==> src/rtl/uart_rx_pkg.sv <==
// Shared UART receive configuration: parameter defaults and the receiver FSM state type.
package configure;
  localparam int clk_divider_slow = 10;
  localparam int clks_per_bit     = 85;
  localparam int buffer_depth     = 8;

  typedef enum logic [1:0] {IDLE, START, DATA, STOP} uart_rx_state_t;
endpackage

==> src/rtl/uart_rx_fifo.sv <==
// Byte FIFO for received UART data; head byte is presented combinationally, 0 when empty.
module uart_rx_fifo
  import configure::*;
#(
  parameter  int DEPTH = buffer_depth,
  localparam int AW    = $clog2(DEPTH),
  localparam int CW    = AW + 1
) (
  input  logic          clock,
  input  logic          reset,
  input  logic          push,
  input  logic [7:0]    din,
  input  logic          pop,
  output logic [7:0]    dout,
  output logic          full,
  output logic          empty,
  output logic [CW-1:0] count
);
  logic [DEPTH-1:0][7:0] mem;
  logic [AW-1:0]         wr_ptr, rd_ptr;
  logic                  pop_ok, push_ok;

  assign empty   = (count == '0);
  assign full    = (count == CW'(DEPTH));
  // A pop frees the slot a same-cycle push needs when full
  assign pop_ok  = pop & ~empty;
  assign push_ok = push & (~full | pop_ok);
  assign dout    = empty ? 8'h00 : mem[rd_ptr];

  always_ff @(posedge clock) begin
    if (push_ok) mem[wr_ptr] <= din;
  end

  always_ff @(posedge clock or negedge reset) begin
    if (!reset) begin
      wr_ptr <= '0;
      rd_ptr <= '0;
      count  <= '0;
    end else begin
      if (push_ok) wr_ptr <= wr_ptr + 1'b1;
      if (pop_ok)  rd_ptr <= rd_ptr + 1'b1;
      case ({push_ok, pop_ok})
        2'b10:   count <= count + 1'b1;
        2'b01:   count <= count - 1'b1;
        default: count <= count;
      endcase
    end
  end
endmodule

==> src/rtl/uart_rx.sv <==
// 8N1 UART receiver: input synchroniser, slow-tick divider, frame FSM, sticky error flags, byte FIFO.
module uart_rx
  import configure::*;
#(
  parameter  int CLK_DIVIDER_SLOW = clk_divider_slow,
  parameter  int CLKS_PER_BIT     = clks_per_bit,
  parameter  int BUFFER_DEPTH     = buffer_depth,
  localparam int CW               = $clog2(BUFFER_DEPTH) + 1
) (
  input  logic          clock,
  input  logic          reset,
  input  logic          rx,
  input  logic          rx_pop,
  input  logic          err_clear,
  output logic          rx_valid,
  output logic [7:0]    rx_data,
  output logic [CW-1:0] rx_count,
  output logic          frame_err,
  output logic          overrun
);
  localparam int TW = (CLK_DIVIDER_SLOW > 1) ? $clog2(CLK_DIVIDER_SLOW) : 1;
  localparam int BW = (CLKS_PER_BIT > 0) ? $clog2(CLKS_PER_BIT + 1) : 1;
  localparam logic [TW-1:0] TICK_LAST = TW'(CLK_DIVIDER_SLOW - 1);
  localparam logic [BW-1:0] BIT_LAST  = BW'(CLKS_PER_BIT);
  localparam logic [BW-1:0] BIT_HALF  = BW'(CLKS_PER_BIT / 2);

  logic           rx_meta, rx_s, rx_prev, fall;
  logic [2:0]     vld_pipe;
  uart_rx_state_t state, state_nxt;
  logic [TW-1:0]  tick_cnt, tick_cnt_nxt;
  logic [BW-1:0]  bit_cnt, bit_cnt_nxt;
  logic [2:0]     idx, idx_nxt;
  logic [7:0]     shreg, shreg_nxt;
  logic           tick, push, ferr_set, ovr_set;
  logic           fifo_full, fifo_empty;

  // vld_pipe marks when rx_prev holds a real line sample rather than the reset preset,
  // so a line held low through reset release never looks like a start edge.
  always_ff @(posedge clock or negedge reset) begin
    if (!reset) begin
      rx_meta  <= 1'b1;
      rx_s     <= 1'b1;
      rx_prev  <= 1'b1;
      vld_pipe <= '0;
    end else begin
      rx_meta  <= rx;
      rx_s     <= rx_meta;
      rx_prev  <= rx_s;
      vld_pipe <= {vld_pipe[1:0], 1'b1};
    end
  end

  assign fall = vld_pipe[2] & rx_prev & ~rx_s;
  assign tick = (tick_cnt == TICK_LAST);

  always_comb begin
    state_nxt    = state;
    tick_cnt_nxt = tick ? '0 : tick_cnt + 1'b1;
    bit_cnt_nxt  = tick ? bit_cnt + 1'b1 : bit_cnt;
    idx_nxt      = idx;
    shreg_nxt    = shreg;
    push         = 1'b0;
    ferr_set     = 1'b0;
    unique case (state)
      IDLE: begin
        tick_cnt_nxt = '0;
        bit_cnt_nxt  = '0;
        if (fall) state_nxt = START;
      end
      START: if (tick && bit_cnt == BIT_HALF) begin
        bit_cnt_nxt = '0;
        idx_nxt     = '0;
        state_nxt   = rx_s ? IDLE : DATA;
      end
      DATA: if (tick && bit_cnt == BIT_LAST) begin
        bit_cnt_nxt     = '0;
        shreg_nxt[idx]  = rx_s;
        idx_nxt         = idx + 1'b1;
        if (idx == 3'd7) state_nxt = STOP;
      end
      STOP: if (tick && bit_cnt == BIT_LAST) begin
        // Leave at mid-stop-bit so the next start edge is not missed
        bit_cnt_nxt = '0;
        state_nxt   = IDLE;
        push        = rx_s;
        ferr_set    = ~rx_s;
      end
      default: state_nxt = IDLE;
    endcase
  end

  assign ovr_set = push & fifo_full & ~rx_pop;

  always_ff @(posedge clock or negedge reset) begin
    if (!reset) begin
      state     <= IDLE;
      tick_cnt  <= '0;
      bit_cnt   <= '0;
      idx       <= '0;
      shreg     <= '0;
      frame_err <= 1'b0;
      overrun   <= 1'b0;
    end else begin
      state     <= state_nxt;
      tick_cnt  <= tick_cnt_nxt;
      bit_cnt   <= bit_cnt_nxt;
      idx       <= idx_nxt;
      shreg     <= shreg_nxt;
      if (err_clear)     frame_err <= 1'b0;
      else if (ferr_set) frame_err <= 1'b1;
      if (err_clear)     overrun   <= 1'b0;
      else if (ovr_set)  overrun   <= 1'b1;
    end
  end

  uart_rx_fifo #(.DEPTH(BUFFER_DEPTH)) u_fifo (
    .clock (clock),
    .reset (reset),
    .push  (push),
    .din   (shreg_nxt),
    .pop   (rx_pop),
    .dout  (rx_data),
    .full  (fifo_full),
    .empty (fifo_empty),
    .count (rx_count)
  );

  assign rx_valid = ~fifo_empty;
endmodule
==> config.mk <==
export PLATFORM = sky130hd
export DESIGN_NAME = uart_rx
export DESIGN_NICKNAME = d
export VERILOG_FILES = /design/src/rtl/uart_rx_pkg.sv /design/src/rtl/uart_rx_fifo.sv /design/src/rtl/uart_rx.sv
export SDC_FILE = /design/constraint.sdc
export NUM_CORES = 1
export LEC_CHECK = 0
export BUFFER_PORTS_ARGS = -buffer_cell sky130_fd_sc_hd__buf_4
export CELL_PAD_IN_SITES_DETAIL_PLACEMENT = 0
export CELL_PAD_IN_SITES_GLOBAL_PLACEMENT = 2
export CORE_MARGIN = 1
export CORE_UTILIZATION = 45
export CTS_CLUSTER_SIZE = 40
export DETAILED_ROUTE_END_ITERATION = 10
export GPL_ROUTABILITY_DRIVEN = 1
export PLACE_DENSITY = 0.76
export SLEW_MARGIN = 20
export SYNTH_ARGS = -nofsm -noshare
export SYNTH_HDL_FRONTEND = slang
export SYNTH_HIERARCHICAL = 1
export SYNTH_SLANG_ARGS = --single-unit
==> constraint.sdc <==
create_clock -name clock -period 4.5 [get_ports clock]
set_input_delay 0.225 -clock clock [delete_from_list [all_inputs] [get_ports clock]]
set_output_delay 0.225 -clock clock [all_outputs]
set_load 0.005 [all_outputs]
Word level (Yosys, flattened, before mapping)
Cells that the tools add are included.

Flip-flop bits (word level): 106. Bits in latches: 0. Memory bits (writable): 0. ROM bits: 0. Input port bits: 5. Output and inout port bits: 15. Logic and storage cells: 109. Memories: 0.

Add/sub/neg operators: 7. Multipliers: 0. Div/mod/pow operators: 0. $lt $le $gt $ge: 5. Equal/unequal tests: 15. Shift-type cells: 0. Mux-type cells: 36. Bitwise gates (word level): 11. Reductions and logical operators: 13.

Operators by type and width (number): $bwmux 64 (1); $mux 8 (5); $bmux 8 s3 (1); $demux 8 s3 (1); $mux 7 (3); $pmux 7 s3 (1); $lt 3x4->1 const B (3); $mux 2 (6); $ne 2x2->1 const B (5); $add 3x1->3 const B (3); $mux 1 (9); $add 4x1->4 const B (2); $bwmux 8 (1); $eq 4x4->1 const B (2); $mux 4 (2); $pmux 2 s4 (1); $pmux 4 s2 (1); $reduce_bool 2->1 (4); $add 7x1->7 const B (1); $eq 7x6->1 const B (1); $eq 7x7->1 const B (1); $and 1x1->1 (6); $eq 2x2->1 const B (3); $ge 3x1->1 const B (2); other kinds (14) (22).

Longest topological paths before layout
Gate-level depths: netlist of run 1.

Word-level depth: 8. Gate-level depth with buffers: 14. Mapped depth without buffers: 13.

Cells and area by module
The synthesis of run 1 kept the hierarchy.

Modules (own cells, without submodules): uart_rx_fifo (times used 1, cells an instance 168, area an instance 3104.2 µm², seq. area each 2172.1 µm²); uart_rx (times used 1, cells an instance 139, area an instance 1536.5 µm², seq. area each 804.5 µm²).

Least setup slack after synthesis of run 1
No wires, ideal clock.

Path type: register to register. Start point: reg tick_cnt[1]. End point: reg u_fifo/mem[32] in the netlist's numbering, enable pin. Setup time: 0.383 ns. Arrival time: 3.345 ns. Setup slack: 0.772 ns. Stages on the path, launching flop included: 10. Clock period less this slack: 3.728 ns. Cells stage by stage: dfrtp_1 -> inv_1 -> ha_1 -> nand4b_1 -> or3_4 -> buf_6 -> nor3_1 -> o31ai_4 -> or2_2 -> nor3_1.

Cells in the longest elaborated chain, start to end: 5.

Ends and longest elaborated chain: from (decl) (line uart_rx.sv:30) `logic [TW-1:0] tick_cnt, tick_cnt_nxt;`; from (signal assigned) (line uart_rx.sv:105) `tick_cnt <= tick_cnt_nxt;`; $eq 4x4->1 (line uart_rx.sv:54) `assign tick = (tick_cnt == TICK_LAST);`; $logic_and 1x1->1 (line uart_rx.sv:81) `STOP: if (tick && bit_cnt == BIT_LAST) begin`; $mux 1 (line uart_rx.sv:81); $mux 1 (line uart_rx.sv:64) `unique case (state)`; via push (line uart_rx.sv:34) `logic tick, push, ferr_set, ovr_set;`; $and 1x1->1 (line uart_rx_fifo.sv:27) `assign push_ok = push & (~full | pop_ok);`; to (signal, indexed assignment) (line uart_rx_fifo.sv:31) `if (push_ok) mem[wr_ptr] <= din;`; to (decl) (line uart_rx_fifo.sv:19) `logic [DEPTH-1:0][7:0] mem;`.

The timed path passes the listed nets, and every way through them passes these cells. A chain may end at the register's enable or synchronous reset.

Worst setup path after layout of run 1
Start point: reg tick_cnt[1]. End point: reg u_fifo.count[3].

Cells in the longest elaborated chain, start to end: 7. Elaborated cells between the ends (all ways): 9. Those cells by class: eq/ne: 3; mux: 3; bitwise: 1; reduce/logical: 2.

Ends and longest elaborated chain: $eq 4x4->1 * (line uart_rx.sv:54); $logic_and 1x1->1 * (line uart_rx.sv:81); $mux 1 * (line uart_rx.sv:81); $mux 1 * (line uart_rx.sv:64); via push (line uart_rx.sv:34); $and 1x1->1 * (line uart_rx_fifo.sv:27); $eq 2x1->1 or $eq 2x2->1 (tied branches) (line uart_rx_fifo.sv:42) `case ({push_ok, pop_ok})`; $pmux 4 s2 or $reduce_bool 2->1 (tied branches); to (signal assigned) (line uart_rx_fifo.sv:43) `2'b10: count <= count + 1'b1;`; to (signal assigned) (line uart_rx_fifo.sv:44) `2'b01: count <= count - 1'b1;`; to (signal assigned) (line uart_rx_fifo.sv:45) `default: count <= count;`; to (decl) (line uart_rx_fifo.sv:17) `output logic [CW-1:0] count`.

The timed path passes the listed nets; every way through them passes the cells marked *.

==> metrics, run 1 <==
outcome=finished clean; most frequent CP cell=inv_1; reg-to-reg setup timing slack=1210 ps; Setup crit start kind=flip-flop; Yosys reg bits=106; proportion of synthesized flip-flops having asynchronous set or reset=39.6%; PwrDens=423 nW/um^2; syn nets=324; Rel. slew slack=37.5%; Vias=2480; ys flop type=edfxtp_1; period utilization=73.1%; Synth area leader=edfxtp_1; 1st-iter DRT viols=129; Post-Synthesis Cells=307; io pins=20; Layout Nets=352; clk sinks=106; maximum clock rate=0.304 GHz; RSZ-0062 raised after global routing=false; maximum VDD drop=0.000251 V; Clock Latency Late Sink=370 ps; die extent in y=104 um; Residual DRC=0; Die Width=104 um; Synth area leaders=edfxtp_1 (41%), dfrtp_1 (21%), mux4_2 (7.8%); slowest stage delay, CP=540 ps; post-synth top area share=41.4%; worst reg2reg path endpoint=u_fifo/count[3]; Slew @ Worst Pin=929 ps; 1st-pass router iterations=4; CTS Buf Count=9; overall routing resource usage=16.1%; first-pass GRT wire length=13.1 mm; Synth Cell Area=4640 sq um; commonest non-fill, non-tap cell in the layout=edfxtp_1; slowest cell on the critical path=or3_4; CTS tree=yes; Tmin final=3290 ps; HP Class=input port to flip-flop; number of buffers added on ports=19; max-cap violation count=0; Final Max Tran Viols=0; starting density of the core=47.0%; Post-synth EDFFs=64; Mean Syn Cell Area=15.1 sq um; Worst EP required=4740 ps; synth unique cells=54; register area=2980 sq um; WL/cell=16.9 um; Final Power=2190 uW; dpl hpwl=5.47 mm; post-DR vias/cell=5.24; endpoint of the worst hold path=u_fifo/count[3]; Leakage=0.00213 uW; antenna viol nets, final=0; Core Region=9860 sq um; crit end category=flip-flop; Multi-input gate area=1550 sq um; CTS max path bufs=2; Seq/Total Area, Yosys=64.1%; Critical R2R Launch=tick_cnt[1]; largest net degree at the start of global routing=43; WS Path Type=flip-flop to flip-flop; gp weighted congestion=0.807; R2R cell count=14; Hold Crit Start=rx_pop; cells along the critical path=inv_1 > ha_1 > nand4b_1 > or3_4 > nor3_1 > buf_4 > inv_1 > nand2b_1 > inv_1 > ha_1 > a211oi_1 > or3_1 > o211ai_1 > o221ai_1; Site Rows=36; number of fill cells in the layout=875; Worst Path Arrival=3530 ps; H-tree level count=3; Layout area overhead=11.4%; global route overflow=0; Hold Path Cell Cnt=3; clk root buf=clkbuf_8; skew final=16.8 ps; initial antenna violation count=0; Diodes inserted=0; routed wire length=7.98 mm; total die area=10700 sq um; Post-CTS Setup Inserts=0; vias in the first global route=2457; warnings from Yosys=6; CP Max Fanout=11; CTS clk-pin slew, worst paths=110 ps; Final Hold Viols=0; share of layout cells above drive strength 1=24.1%; commonest non-fill, non-tap cells in the layout=edfxtp_1 (64), dfrtp_1 (39), nor2_1 (34); setup violators final=0; TNS Setup=0 ps
==> critical path, delay by kind of cell, from the launching register on <==
| kind | cells | cell delay [ps] |
|---|---|---|
| buffers and inverters | 4 | 430 |
| AND/OR/NAND/NOR | 5 | 1530 |
| adder cells (fa/ha/maj) | 2 | 420 |
| AO/OA/AOI/OAI | 3 | 380 |
| flip-flops | 1 | 410 |
==> registers in the layout, summed over array words and instances, names as in the netlist, named ones only <==
register       flops
u_fifo/mem        64
shreg              8
bit_cnt            7
tick_cnt           4
u_fifo/count       4
idx                3
u_fifo/rd_ptr      3
u_fifo/wr_ptr      3
vld_pipe           3
frame_err          1
overrun            1
rx_meta            1
rx_prev            1
rx_s               1
state              1
==> area by class of cell <==
type / count / share of cell area (%)
inverters: 15 / 1.09
clock buffers: 9 / 2.40
multi-input cells: 174 / 29.9
clock inverters: 7 / 1.48
well taps: 133 / 3.22
flip-flops and latches: 106 / 57.6
repair buffers: 29 / 4.36
==> where the power goes <==
part	switching [uW]	internal, uW	total (uW)
Combinational	199	214	413
Sequential	110	1080	1190
Clock	358	222	580
Total	667	1520	2190
==> Yosys cell counts, types with 6 or more instances <==
library cell / count
nor3_1: 8
ha_1: 11
nor2_1: 34
nand2_1: 9
mux2_2: 10
inv_1: 15
edfxtp_1: 64
dfrtp_1: 39
xnor2_1: 10
mux2i_1: 9
xor2_1: 6
mux4_2: 16
==> worst max path at each step <==
stage,start,to,slack (ps)
2_1_floorplan,tick_cnt[1],u_fifo/mem[32],770
3_3_place_gp,tick_cnt[1],u_fifo/count[3],1260
3_5_place_dp,tick_cnt[1],u_fifo/count[3],1200
4_1_cts,tick_cnt[1],u_fifo/count[3],1180
5_1_grt,tick_cnt[1],u_fifo/count[3],970
6_report,tick_cnt[1],u_fifo/count[3],1210
==> routing by layer <==
metal	GRT usage, %	up-vias	wire [um]
met2	26.6	31	3930
met3	2.27	10	198
met5	0	-	0
met4	6.83	0	129
li1	-	1198	-
met1	21.5	1241	3720
==> metrics by stage <==
stage / instance area, sq um / hold WS [ps] / util (%) / setup WS, ps / std cells
2_1_floorplan: 4640 / -70.6 / - / 772 / 307
3_3_place_gp: 4940 / 255 / 50.0 / 1260 / 454
3_5_place_dp: 4940 / 260 / 50.0 / 1200 / 454
4_1_cts: 5170 / 206 / 52.4 / 1180 / 473
5_1_grt: 5170 / 220 / 52.4 / 969 / 473
6_report: 5170 / 225 / 52.4 / 1210 / 473
==> timing repair <==
action                    CTS  global route
hold endpoints to repair   41             0
hold buffers                3             0
resized for setup           0             0
==> kinds of logic after synthesis <==
logic type	after synthesis	synth area share (%)
fa+ha+maj	12	3.40
simple gates	84	9.63
flops	106	64.1
other cells	1	0.0808
xor+xnor	16	3.02
compound gates	25	4.64
mux	36	12.5
buf+inv	27	2.64
Power figures use the tool's default switching activity.
==> run 2: changes to the inputs <==
clock period = 3.22 ns   (was 4.5 ns; I/O delays follow)
==> metrics, run 2 (synthesis results as in run 1) <==
outcome=finished clean; Setup crit start kind=flip-flop; skew final=17.5 ps (+0.692 ps); Core Region=9860 sq um (unchanged); family with the most delay on the worst path=simple AND/OR/NAND/NOR gates; io pins=20 (unchanged); vias in the first global route=2541 (+3.4%); Final Max Tran Viols=0 (unchanged); maximum clock rate=0.335 GHz (+10%); number of fill cells in the layout=823 (-5.9%); Slew @ Worst Pin=833 ps (-95.9 ps); setup violators final=0 (unchanged); Residual DRC=0 (unchanged); TNS Setup=0 ps (unchanged); crit end category=flip-flop; RSZ-0062 raised after global routing=false; Vias=2483 (+0.12%); most frequent CP cell=inv_1; 1st-iter DRT viols=133 (+3.1%); 1st-pass router iterations=5 (+1); commonest non-fill, non-tap cell in the layout=edfxtp_1; Leakage=0.00218 uW (+2.4%); Fin Hold WS=169 ps (-55.9 ps); PwrDens=590 nW/um^2 (+40%); starting density of the core=47.0% (unchanged); initial antenna violation count=0 (unchanged); most flop-heavy register=u_fifo/mem; Final Hold Viols=0 (unchanged); cells along the critical path=or3b_1 > or3_4 > nor3_4 > inv_1 > nand2b_1 > inv_1 > ha_1 > a211oi_1 > or3_1 > o211ai_1 > o221ai_1; Clock Latency Late Sink=380 ps (about the same); largest net degree at the start of global routing=43 (unchanged); routed wire length=7.92 mm (-0.68%); overall routing resource usage=16.3% (+0.16 points); slowest stage delay, CP=460 ps (-80 ps); clk root buf=clkbuf_8; commonest non-fill, non-tap cells in the layout=edfxtp_1 (64), dfrtp_1 (39), nor2_1 (34); Tmin final=2990 ps (-302 ps); Worst Path Arrival=3240 ps (-290 ps); max FFs per register=64 (unchanged); period utilization=92.8% (+20 points); Worst EP required=3470 ps (-1270 ps); CP bufs+invs=2 (-2); dpl hpwl=5.27 mm (-3.6%); WL/cell=16.5 um (-2.1%); share of layout cells above drive strength 1=26.2% (+2.1 points); global route overflow=0 (unchanged); Layout Nets=359 (+2.0%); max-cap violation count=0 (unchanged); slowest cell on the critical path=or3_4; CTS max path bufs=2 (unchanged); gp weighted congestion=0.725 (-10%); maximum VDD drop=0.000332 V (+32%); CTS Buf Count=9 (unchanged); H-tree level count=3 (unchanged); Rel. slew slack=43.9% (+6.4 points); Die Width=104 um (unchanged); WS Path Type=flip-flop to flip-flop; CP Max Fanout=11 (unchanged); antenna viol nets, final=0 (unchanged); Site Rows=36 (unchanged); hold buffers post-CTS=3 (unchanged); HP Class=input port to flip-flop; Post-CTS Setup Inserts=0 (unchanged); clk sinks=106 (unchanged); # resized after CTS=0 (unchanged); CTS clk-pin slew, worst paths=120 ps (about the same); die extent in y=104 um (unchanged); CTS tree=yes; Largest regs=u_fifo/mem x64, shreg x8, bit_cnt x7; Layout area overhead=13.2%; Diodes inserted=0 (unchanged); post-DR vias/cell=5.17 (-1.3%); number of buffers added on ports=19 (unchanged); total die area=10700 sq um (unchanged); first-pass GRT wire length=13.4 mm (+1.9%)
-- run 2: power by group --
part	total, uW	switching [uW]	internal, uW
clock network	841	524	317
registers	1670	157	1510
logic	586	279	307
total	3100	960	2140
-- run 2: path summary, 6_finish.rpt --
path / startpoint / slack (ps) / cells past startpoint / endpoint
setup / recovery: bit_cnt[3] / 230 / 11 / u_fifo/count[3]
hold / removal: rx_pop / 170 / 3 / u_fifo/rd_ptr[0]
setup reg to reg: bit_cnt[3] / 230 / 11 / u_fifo/count[3]
hold reg to reg: vld_pipe[0] / 360 / 0 / vld_pipe[1]
max in group asynchronous: reset / 2520 / 2 / rx_s
min in group asynchronous: reset / 300 / 2 / bit_cnt[1]
-- run 2: worst min-delay path, stage by stage --
cell     delay, ps
buf_4          160
o21ai_2        120
xnor2_1         70
-- run 2: cell type report --
class                           count  area, sq um  share of cell area, %
Tap cell                          133          166                   3.17
Clock inverter                      7         86.3                   1.64
Clock buffer                        9          124                   2.36
Timing Repair Buffer               36          278                   5.29
Sequential cell                   106         2980                   56.7
Multi-Input combinational cell    174         1560                   29.8
Inverter                           15         56.3                   1.07
-- run 2: layer usage --
layer | up-vias | GRT usage (%) | part of all wire (%)
li1 | 1208 | - | -
met2 | 26 | 26.0 | 49
met5 | - | 0 | 0
met1 | 1238 | 22.3 | 47
met3 | 11 | 3.40 | 2.4
met4 | 0 | 5.59 | 1.3
-- run 2: metrics by stage --
stage	utilization, %	power, uW	std cells	setup WS, ps	cell area, sq um
6_report	53.2	3100	480	232	5250
5_1_grt	53.2	3290	480	9.89	5250
4_1_cts	53.2	3140	480	224	5250
3_5_place_dp	50.8	2300	461	245	5010
3_3_place_gp	50.8	2290	461	280	5010
2_1_floorplan	-	2130	307	112	4660
==> run 3: changes to the inputs <==
clock period = 3.3 ns   (was 3.22 ns; I/O delays follow)
==> metrics, run 3 (synthesis results as in run 1) <==
outcome=finished clean; initial antenna violation count=0 (unchanged); H-tree level count=3 (unchanged); setup violators final=0 (unchanged); period utilization=92.5% (-0.31 points); met2 Resource Use GR=24.8% (-1.2 points); gp weighted congestion=0.753 (+3.8%); family with the most delay on the worst path=simple AND/OR/NAND/NOR gates; dpl hpwl=5.35 mm (+1.6%); M3 GR Usage=2.52% (-0.88 points); overall routing resource usage=15.9% (-0.38 points); Final Hold Viols=0 (unchanged); vias in the first global route=2482 (-2.3%); PwrDens=589 nW/um^2 (-0.13%); Setup crit start kind=flip-flop; Layout Nets=359 (unchanged); max-cap violation count=0 (unchanged); most frequent CP cell=inv_1; crit end category=flip-flop; CTS Buf Count=9 (unchanged); Rel. slew slack=47.1% (+3.2 points); Site Rows=36 (unchanged); post-DR vias/cell=5.23 (+1.0%); Clock Latency Late Sink=360 ps (-20 ps); R2R cell count=11 (unchanged); CTS max path bufs=2 (unchanged); Design Area, Final=5270 sq um (+0.33%); Post-DP Area=5000 sq um (-0.12%); GR peak layer=met2; Die Width=104 um (unchanged); die extent in y=104 um (unchanged); # resized after CTS=0 (unchanged); CTS clk-pin slew, worst paths=100 ps (-20 ps); met1 Use GR=22.2% (-0.14 points); io pins=20 (unchanged); RSZ-0062 raised after global routing=false; maximum VDD drop=0.000262 V (-21%); WL/cell=16.4 um (-0.78%); Residual DRC=0 (unchanged); starting density of the core=47.0% (unchanged); cells along the critical path=or3b_1 > or3_4 > nor3_2 > inv_1 > nand2b_1 > inv_1 > ha_1 > a211oi_1 > or3_1 > o211ai_1 > o221ai_1; Tmin final=3050 ps (+64.2 ps); Layout area overhead=13.5%; skew final=13.4 ps (-4.18 ps); total die area=10700 sq um (unchanged); commonest non-fill, non-tap cells in the layout=edfxtp_1 (64), dfrtp_1 (39), nor2_1 (34); first-pass GRT wire length=13.1 mm (-2.1%); largest net degree at the start of global routing=43 (unchanged); CP Max Fanout=11 (unchanged); max FFs per register=64 (unchanged); Fin Hold WS=185 ps (+16.1 ps); Worst Path Arrival=3290 ps (+50 ps); clk sinks=106 (unchanged); slowest stage delay, CP=460 ps (about the same); Leakage=0.00218 uW (+0.25%); Diodes inserted=0 (unchanged); maximum clock rate=0.328 GHz (-2.1%); commonest non-fill, non-tap cell in the layout=edfxtp_1; CTS tree=yes; Vias=2509 (+1.0%); Hold Path Cell Cnt=3 (unchanged); WS Path Type=flip-flop to flip-flop; TNS Setup=0 ps (unchanged); Final Max Tran Viols=0 (unchanged); 1st-pass router iterations=4 (-1); antenna viol nets, final=0 (unchanged); most flop-heavy register=u_fifo/mem; CP Depth=11 (unchanged); share of layout cells above drive strength 1=26.2% (unchanged); Largest regs=u_fifo/mem x64, shreg x8, bit_cnt x7; HP Class=input port to flip-flop; Worst EP required=3530 ps (+60 ps); Core Region=9860 sq um (unchanged); slowest cell on the critical path=or3_4; clk root buf=clkbuf_8; post-layout util=53.4% (+0.18 points); number of buffers added on ports=19 (unchanged); Slew @ Worst Pin=793 ps (-40.3 ps); Post-CTS Setup Inserts=0 (unchanged); hold buffers post-CTS=3 (unchanged); 1st-iter DRT viols=101 (-24%); CP bufs+invs=2 (unchanged); routed wire length=7.86 mm (-0.78%); global route overflow=0 (unchanged)
-- run 3: cell count changes in the layout (fill, tap and decap cells not counted) --
cell       before  now
clkinv_4        1    0
nor3_2          1    2
nor3_4          1    0
clkinv_8        2    1
bufinv_16       0    2
clkinv_2        0    1
inv_12          1    0
-- run 3: per-layer routing --
metal	vias to the layer above	part of all wire, %
met5	-	0
met4	0	1.7
met3	13	2.3
met2	31	48
met1	1257	48
li1	1208	-
-- run 3: through the flow --
| step | instances | setup WS (ps) | power [uW] |
|---|---|---|---|
| 2_1_floorplan | 307 | 32.0 | 2080 |
| 6_report | 480 | 247 | 3100 |
| 3_5_place_dp | 461 | 250 | 2250 |
| 3_3_place_gp | 461 | 344 | 2240 |
| 5_1_grt | 480 | 35.8 | 3280 |
| 4_1_cts | 480 | 232 | 3160 |
-- run 3: worst paths after layout --
path / from / end / slack, ps
min in group asynchronous: reset / bit_cnt[0] / 320
worst max-delay path: bit_cnt[3] / u_fifo/count[3] / 250
worst min register to register: vld_pipe[1] / vld_pipe[2] / 360
worst min-delay path: rx_pop / u_fifo/rd_ptr[0] / 180
worst max register to register: bit_cnt[3] / u_fifo/count[3] / 250
max in group asynchronous: reset / rx_prev / 2600
-- run 3: power breakdown --
part	switching, uW	leakage (uW)	internal (uW)
Clock	457	0.000119	443
Sequential	155	0.00128	1480
Combinational	271	0.000781	300
Total	883	0.00218	2220
-- run 3: final cells by class --
class,instances,area (sq um)
clock buffers,9,124
clock inverters,7,110
fillers,820,4600
inverters,15,56.3
multi-input cells,174,1560
flip-flops and latches,106,2980
well taps,133,166
repair buffers,36,278
-- run 3: worst reg2reg max path: cells and delay by family, from the launching register on --
| kind | cells | cell delay, ps |
|---|---|---|
| AO/OA/AOI/OAI | 3 | 380 |
| adder cells (fa/ha/maj) | 1 | 270 |
| buffers and inverters | 2 | 180 |
| flip-flops | 1 | 430 |
| AND/OR/NAND/NOR | 5 | 1670 |
